### src/rtl/mult_seq_ctrl.sv
// Start-button synchronizer plus iterative shift-add multiplier (one partial product per clock)
// that presents a held 2*WIDTH-bit value to the hex display decoder.
module mult_seq_ctrl #(
  parameter int WIDTH = 8
) (
  input  logic               clk,
  input  logic               reset_n,
  input  logic               start_n,
  input  logic [WIDTH-1:0]   a_in,
  input  logic [WIDTH-1:0]   b_in,
  output logic               busy,
  output logic               done,
  output logic [2*WIDTH-1:0] result,
  output logic [2*WIDTH-1:0] disp_value
);
  localparam int PW = 2 * WIDTH;
  localparam int CW = (WIDTH > 1) ? $clog2(WIDTH) : 1;
  localparam logic [CW-1:0] LAST_CNT = CW'(WIDTH - 1);

  typedef enum logic [1:0] {
    ST_IDLE = 2'd0,
    ST_CALC = 2'd1,
    ST_DONE = 2'd2
  } state_t;

  state_t          r_state;
  logic            r_s1;
  logic            r_s2;
  logic            r_s3;
  logic [PW-1:0]   r_mcand;
  logic [WIDTH-1:0] r_mplr;
  logic [PW-1:0]   r_acc;
  logic [CW-1:0]   r_cnt;
  logic            r_busy;
  logic            r_done;
  logic [PW-1:0]   r_result;

  logic            w_start;
  logic [PW-1:0]   w_partial;
  logic [PW-1:0]   w_acc_next;

  // Press edge only: a held button yields a single event.
  assign w_start    = r_s3 & ~r_s2;
  assign w_partial  = r_mplr[0] ? r_mcand : {PW{1'b0}};
  assign w_acc_next = r_acc + w_partial;

  // Two-flop synchronizer for the raw button plus one delay stage for edge detection.
  always_ff @(posedge clk or negedge reset_n) begin
    if (!reset_n) begin
      r_s1 <= 1'b1;
      r_s2 <= 1'b1;
      r_s3 <= 1'b1;
    end else begin
      r_s1 <= start_n;
      r_s2 <= r_s1;
      r_s3 <= r_s2;
    end
  end

  // Sequencing FSM with datapath; busy/done/result are registered here.
  always_ff @(posedge clk or negedge reset_n) begin
    if (!reset_n) begin
      r_state  <= ST_IDLE;
      r_mcand  <= {PW{1'b0}};
      r_mplr   <= {WIDTH{1'b0}};
      r_acc    <= {PW{1'b0}};
      r_cnt    <= {CW{1'b0}};
      r_busy   <= 1'b0;
      r_done   <= 1'b0;
      r_result <= {PW{1'b0}};
    end else begin
      case (r_state)
        ST_IDLE, ST_DONE: begin
          r_done <= 1'b0;
          if (w_start) begin
            r_mcand <= {{WIDTH{1'b0}}, a_in};
            r_mplr  <= b_in;
            r_acc   <= {PW{1'b0}};
            r_cnt   <= {CW{1'b0}};
            r_busy  <= 1'b1;
            r_state <= ST_CALC;
          end
        end
        ST_CALC: begin
          r_acc   <= w_acc_next;
          r_mcand <= r_mcand << 1;
          r_mplr  <= r_mplr >> 1;
          r_cnt   <= r_cnt + CW'(1);
          // Final iteration's add goes straight into result.
          if (r_cnt == LAST_CNT) begin
            r_result <= w_acc_next;
            r_busy   <= 1'b0;
            r_done   <= 1'b1;
            r_state  <= ST_DONE;
          end
        end
        default: begin
          r_state <= ST_IDLE;
          r_busy  <= 1'b0;
          r_done  <= 1'b0;
        end
      endcase
    end
  end

  // Live switches while idle; otherwise the held product (never the partial acc).
  always_comb begin
    disp_value = r_result;
    if (r_state == ST_IDLE) begin
      disp_value = {a_in, b_in};
    end else begin
      disp_value = r_result;
    end
  end

  assign busy   = r_busy;
  assign done   = r_done;
  assign result = r_result;

endmodule

### config.mk
export PLATFORM = sky130hd
export DESIGN_NAME = mult_seq_ctrl
export DESIGN_NICKNAME = d
export VERILOG_FILES = /design/src/rtl/mult_seq_ctrl.sv
export SDC_FILE = /design/constraint.sdc
export NUM_CORES = 1
export LEC_CHECK = 0
export CAP_MARGIN = 20
export CORE_ASPECT_RATIO = 2
export CORE_MARGIN = 4
export CORE_UTILIZATION = 55
export CTS_CLUSTER_DIAMETER = 40
export CTS_CLUSTER_SIZE = 12
export DETAILED_ROUTE_END_ITERATION = 7
export PLACE_DENSITY = 0.82
export SLEW_MARGIN = 30
export SYNTH_ARGS = -nofsm -noshare
export SYNTH_HDL_FRONTEND = slang
export SYNTH_SLANG_ARGS = --single-unit
### constraint.sdc
create_clock -name clk -period 4.3 [get_ports clk]
set_input_delay 0.86 -clock clk [delete_from_list [all_inputs] [get_ports clk]]
set_output_delay 0.86 -clock clk [all_outputs]
set_load 0.005 [all_outputs]
==> reports/qor.yml, run 1 <==
drc: 0
power_density_mw_per_mm2: 669
cts_setup_buffers: 0
nFillCells: 513
seq_power_share: 0.329
grtUsageMet1: 0.273
drive_gt1_frac: 0.111
p_leak_nw: 2.04
dieArea_mm2: 0.00815
dr_total_vias: 3168
swShare: 0.366
critPathKind: "reg -> out"
pre_cts_slack_ns: 1.35
worst_pin_slew_ns: 0.870
min_from: "r_s1$_DFF_PN1_"
grt.met2_usage: 0.480
hold_violations: 0
gp_congestion: 0.904
port-buffer-count: 52
p_int_mw: 1.94
areaGrowthSynthToFinish_pct: 24.0
max-vdd-ir-drop_uv: 345
synth_area_leader_cell: "dfrtp_1"
reg2reg_depth: 7
fin_nets: 473
required_ns: 3.44
cts_sinks: 65
drt_iter0_markers: 259
combPwrFrac: 0.441
syn_area_per_cell_um2: 9.51
grt-ovfl-total: 0
yosysWarnings: 0
end_kind: "output pin"
crit_path_start_kind: "flop"
slew-limit-headroom: 0.420
synth_edf_count: 0
regToRegEndpoint: "r_acc[11]$_DFFE_PN0P_"
num_antenna_cells: 0
whs_path_depth: 0
firstDrtPassIters: 4
fin_ws_ns: 1.26
cts_tree: "yes"
grt_pass1_wl_um: 16100
regToRegSetupSlack_ns: 1.45
std_cell_rows: 42
path_cells: "nor2_1, buf_4, mux2_2, clkdlybuf4s50_1"
cts_htree_levels: 3
synth_top_area_frac: 0.421
cpPeakStageDelay_ns: 0.45
insertion_delay_ns: 0.33
cp.arrival_ns: 2.18
synth_area_leaders: "dfrtp_1, nand2_1, o21ai_0, ha_1, mux2_2"
hold_end: "r_s2$_DFF_PN1_"
post-route-period-util: 0.706
cts-root-buf: "clkbuf_16"
max_freq_mhz: 329
grt_max_degree: 44
syn_nets: 424
grt_pass1_vias: 3316
holdBufCountCts: 0
die_w_um: 65.9
slew_violations: 0
netlist_area_mm2: 0.00368
pin_count: 53
clkPwrFrac: 0.230
power_switching_mw: 1.12
ys_ff_latch: 65
avgRoutedWirePerCell_um: 18.6
start_util: 0.561
period_minus_slack_ns: 3.04
status: "finished, final reports clean"
yosysUniqueCellTypes: 56
vias_per_cell: 5.99
cp_max_fo: 14
clockBufferDepth: 2
final_common_cell: "nand2_1"
setup_viol: 0
finClkSkew_ns: 0.00578
synth.yosys.seq_area_share: 0.443
met3_usage: 0.0560
synth_ff_type: "dfrtp_1"
grt_busiest_layer: "met2"
cts_resized: 0
dp_hpwl_um: 6960
async_flop_share: 1.00
grt_usage: 0.266
layout_common_cells: "nand2_1, dfrtp_1, clkdlybuf4s50_1"
cap_violations: 0
cts.clk_slew.worst_paths_ns: 0.05
timing.rr.start: "r_mplr[0]$_DFFE_PN0P_"
wl_um: 9870
worst-path-buf-inv: 2
rsz0062_at_grt: "false"
setup_tns_ns: 0
ant_nets: 0
cp_slowest_cell: "clkdlybuf4s50_1"
core_mm2: 0.00657
fp.dieH_um: 124
antenna_found_initial: 0
cts_made_buffers: 9
synth_cells: 387
hold_class: "reg -> reg"
crit_family: "buffers and inverters"
power groups by stage:
stage / combinational (mW) / sequential [mW] / clock, mW
floorplan: 0.796 / 0.952 / 0
global placement: 1.29 / 0.996 / 0
detailed placement: 1.33 / 1.01 / 0
CTS: 1.35 / 1.00 / 0.716
global route: 1.48 / 1.03 / 0.746
finish: 1.35 / 1.00 / 0.703
sequential cells by signal, indices dropped and copies added, names as in the netlist:
register and cells:
r_state 2, r_mplr 8, r_acc 16, r_s3 1
done 1, r_mcand 16, r_cnt 3, result 16
r_s1 1, r_s2 1
layer usage:
| layer | share of wire | wire [um] |
|---|---|---|
| met4 | 0.051 | 500 |
| met3 | 0.054 | 529 |
| met2 | 0.54 | 5350 |
| met5 | 0 | 0 |
| met1 | 0.35 | 3490 |
synth_stat cells (3+ instances only):
master,count
nand2_1,72
dfrtp_1,62
o21ai_0,47
mux2_2,18
and2_1,17
clkbuf_1,17
ha_1,17
mux2i_1,14
a21oi_1,11
nor2_1,11
a21o_1,10
nand3_1,7
o22ai_1,7
xnor2_1,6
xor2_1,5
nand2b_1,4
a31o_1,3
buf_2,3
dfstp_2,3
inv_1,3
nor3b_1,3
o21ai_1,3
or3_1,3
worst max path at each step:
stage / start / end / slack [ns] / cells past startpoint
detailed placement: a_in[1] / disp_value[9] / 1.35 / 3
CTS: r_state[0]$_DFFE_PN0P_ / disp_value[4] / 1.26 / 4
global route: r_state[0]$_DFFE_PN0P_ / disp_value[1] / 1.19 / 4
global placement: a_in[1] / disp_value[9] / 1.35 / 3
finish: r_state[0]$_DFFE_PN0P_ / disp_value[10] / 1.26 / 4
floorplan: r_mplr[0]$_DFFE_PN0P_ / r_acc[15]$_DFFE_PN0P_ / 1.89 / 9
final cells by class:
class                      count  area (um^2)  share of cell area
clock buffer                  11          233              0.0510
sequential                    65         1630               0.357
inverter                       3         11.3             0.00247
timing repair buffer          59          571               0.125
clock inverter                 5         56.3              0.0123
multi-input combinational    298         1950               0.428
tap                           88          110              0.0241
stage by stage:
step	util	instance area, um^2	power, mW	std cells	hold WS (ns)
CTS	0.694	4560	3.07	529	0.359
global route	0.695	4560	3.26	529	0.365
detailed placement	0.650	4270	2.34	513	0.351
finish	0.695	4560	3.05	529	0.357
global placement	0.650	4270	2.28	513	0.348
floorplan	-	3680	1.75	387	0.345
cells by family after synthesis:
group / Yosys count / synth area share
simple gates: 135 / 0.176
mux: 32 / 0.0931
compound gates: 102 / 0.171
fa+ha+maj: 18 / 0.0632
buf+inv: 24 / 0.0275
xor+xnor: 11 / 0.0262
flops: 65 / 0.443
(Power assumes the default switching activity.)
==> run 2, diff against run 1 <==
Clock period 4.3 ns to 3 ns, I/O delays scaled along.
==> run 2 against run 1 <==
Clock skew about the same. Highest routed layer unchanged. Worst setup slack worse by 1.0 ns. Sequential share of layout area up 0.15 points. Clock-buffer cell count down 2. Final cell count unchanged. Via count down 1.3%. Global-route usage down 0.74 points. First-iteration DRC count down 29%.
==> reports/qor.yml, run 2 (synthesis results as in run 1) <==
crit_path_start_kind: "flop"
status: "finished, final reports clean"
dp_hpwl_um: 7170  # +2.9%
cts_tree: "yes"
end_kind: "output pin"
dieArea_mm2: 0.00815  # unchanged
hold_violations: 0  # unchanged
start_util: 0.561  # unchanged
core_mm2: 0.00657  # unchanged
cp.arrival_ns: 2.14  # -0.04 ns
gp_congestion: 0.979  # +8.3%
grtUsageMet1: 0.264  # -0.00906
hold_end: "r_s2$_DFF_PN1_"
regToRegSetupSlack_ns: 0.33  # -1.12 ns
period_minus_slack_ns: 2.74
cts_setup_buffers: 0  # unchanged
fin_nets: 473  # unchanged
grt_pass1_wl_um: 15600  # -2.7%
timing.rr.start: "r_mplr[0]$_DFFE_PN0P_"
slew_violations: 0  # unchanged
p_int_mw: 2.69  # +39%
antenna_found_initial: 0  # unchanged
max-vdd-ir-drop_uv: 516  # +49%
grt_max_degree: 66  # +50%
cts_made_buffers: 9  # unchanged
grt.met2_usage: 0.466  # -0.0145
swShare: 0.373  # +0.00698
drc: 0  # unchanged
multi_input_area_mm2: 0.00195  # unchanged
firstDrtPassIters: 4  # unchanged
dr_total_vias: 3126  # -1.3%
max_freq_mhz: 365
regToRegEndpoint: "r_acc[15]$_DFFE_PN0P_"
clkPwrFrac: 0.219  # -0.011
post-route-period-util: 0.913
avgRoutedWirePerCell_um: 18.6  # -0.23%
power_density_mw_per_mm2: 944  # +41%
cts_resized: 0  # unchanged
die_w_um: 65.9  # unchanged
ant_nets: 0  # unchanged
combPwrFrac: 0.448  # +0.007
p_leak_nw: 2.03  # -0.45%
pin_count: 53  # unchanged
setup_viol: 0  # unchanged
cts_sinks: 65  # unchanged
cp_max_fo: 14  # unchanged
nFillCells: 492  # -4.1%
hold_class: "reg -> reg"
cpPeakStageDelay_ns: 0.45  # about the same
drt_iter0_markers: 184  # -29%
reg2reg_depth: 7  # unchanged
path_cells: "nor2_1, buf_4, mux2_2, clkdlybuf4s50_1"
critPathKind: "reg -> out"
worst-path-buf-inv: 2  # unchanged
seq_power_share: 0.334  # +0.005
met3_usage: 0.0424  # -0.0135
crit_family: "buffers and inverters"
whs_path_depth: 0  # unchanged
seq_area_mm2: 0.00163  # unchanged
drive_gt1_frac: 0.116  # +0.00454
port-buffer-count: 52  # unchanged
design_power_total_mw: 4.29  # +40%
min_from: "r_s1$_DFF_PN1_"
std_cell_rows: 42  # unchanged
finClkSkew_ns: 0.00532  # -0.000463 ns
grt-ovfl-total: 0  # unchanged
grt_busiest_layer: "met2"
clockBufferDepth: 2  # unchanged
final_common_cell: "nand2_1"
grt_usage: 0.259  # -0.00741
required_ns: 2.40  # -1.04 ns
slew-limit-headroom: 0.461  # +0.0410
setup_tns_ns: 0  # unchanged
areaGrowthSynthToFinish_pct: 23.4
layout_common_cells: "nand2_1, dfrtp_1, clkdlybuf4s50_1"
holdBufCountCts: 0  # unchanged
rsz0062_at_grt: "false"
cap_violations: 0  # unchanged
cts.clk_slew.worst_paths_ns: 0.06  # about the same
worst_pin_slew_ns: 0.809  # -0.0615 ns
power_switching_mw: 1.60  # +43%
vias_per_cell: 5.91  # -1.3%
grt_pass1_vias: 3209  # -3.2%
cts_htree_levels: 3  # unchanged
cts-root-buf: "clkbuf_16"
cp_slowest_cell: "clkdlybuf4s50_1"
wl_um: 9840  # -0.23%
num_antenna_cells: 0  # unchanged
fp.dieH_um: 124  # unchanged
insertion_delay_ns: 0.33  # about the same
-- run 2: layout make-up --
type,count,area share
Multi-Input combinational cell,298,0.430
Sequential cell,65,0.359
Timing Repair Buffer,59,0.125
Clock buffer,9,0.0495
Tap cell,88,0.0242
Clock inverter,7,0.0105
Inverter,3,0.00248
-- run 2: stage by stage --
stage               instances  utilization  setup WS [ns]  cell area [um^2]  hold slack (ns)
floorplan                 387            -          0.589              3680            0.304
global placement          513        0.650          0.439              4270            0.347
detailed placement        513        0.650          0.384              4270            0.357
CTS                       529        0.692          0.238              4550            0.365
global route              529        0.692          0.131              4550            0.364
finish                    529        0.692          0.260              4550            0.364
-- run 2: power groups by stage --
stage | clock, mW | sequential (mW) | combinational [mW]
final | 0.938 | 1.43 | 1.92
after global routing | 0.997 | 1.47 | 2.11
after CTS | 0.947 | 1.43 | 1.93
after detailed placement | 0 | 1.44 | 1.91
after global placement | 0 | 1.43 | 1.84
after floorplan | 0 | 1.36 | 1.14
-- run 2: how the worst max path moves through the flow --
stage,from,endpoint,cells past startpoint
after floorplan,r_mplr[0]$_DFFE_PN0P_,r_acc[15]$_DFFE_PN0P_,9
after global placement,r_mplr[0]$_DFFE_PN0P_,r_acc[9]$_DFFE_PN0P_,8
after detailed placement,r_mplr[0]$_DFFE_PN0P_,r_acc[15]$_DFFE_PN0P_,7
after CTS,r_state[0]$_DFFE_PN0P_,disp_value[6],4
after global routing,r_state[0]$_DFFE_PN0P_,disp_value[9],4
final,r_state[0]$_DFFE_PN0P_,disp_value[9],4
-- run 2: per-layer routing --
layer  up-vias  share of wire
met4         0          0.047
met2       107           0.55
met1      1512           0.34
met3        31          0.057
li1       1476              -
met5         -              0
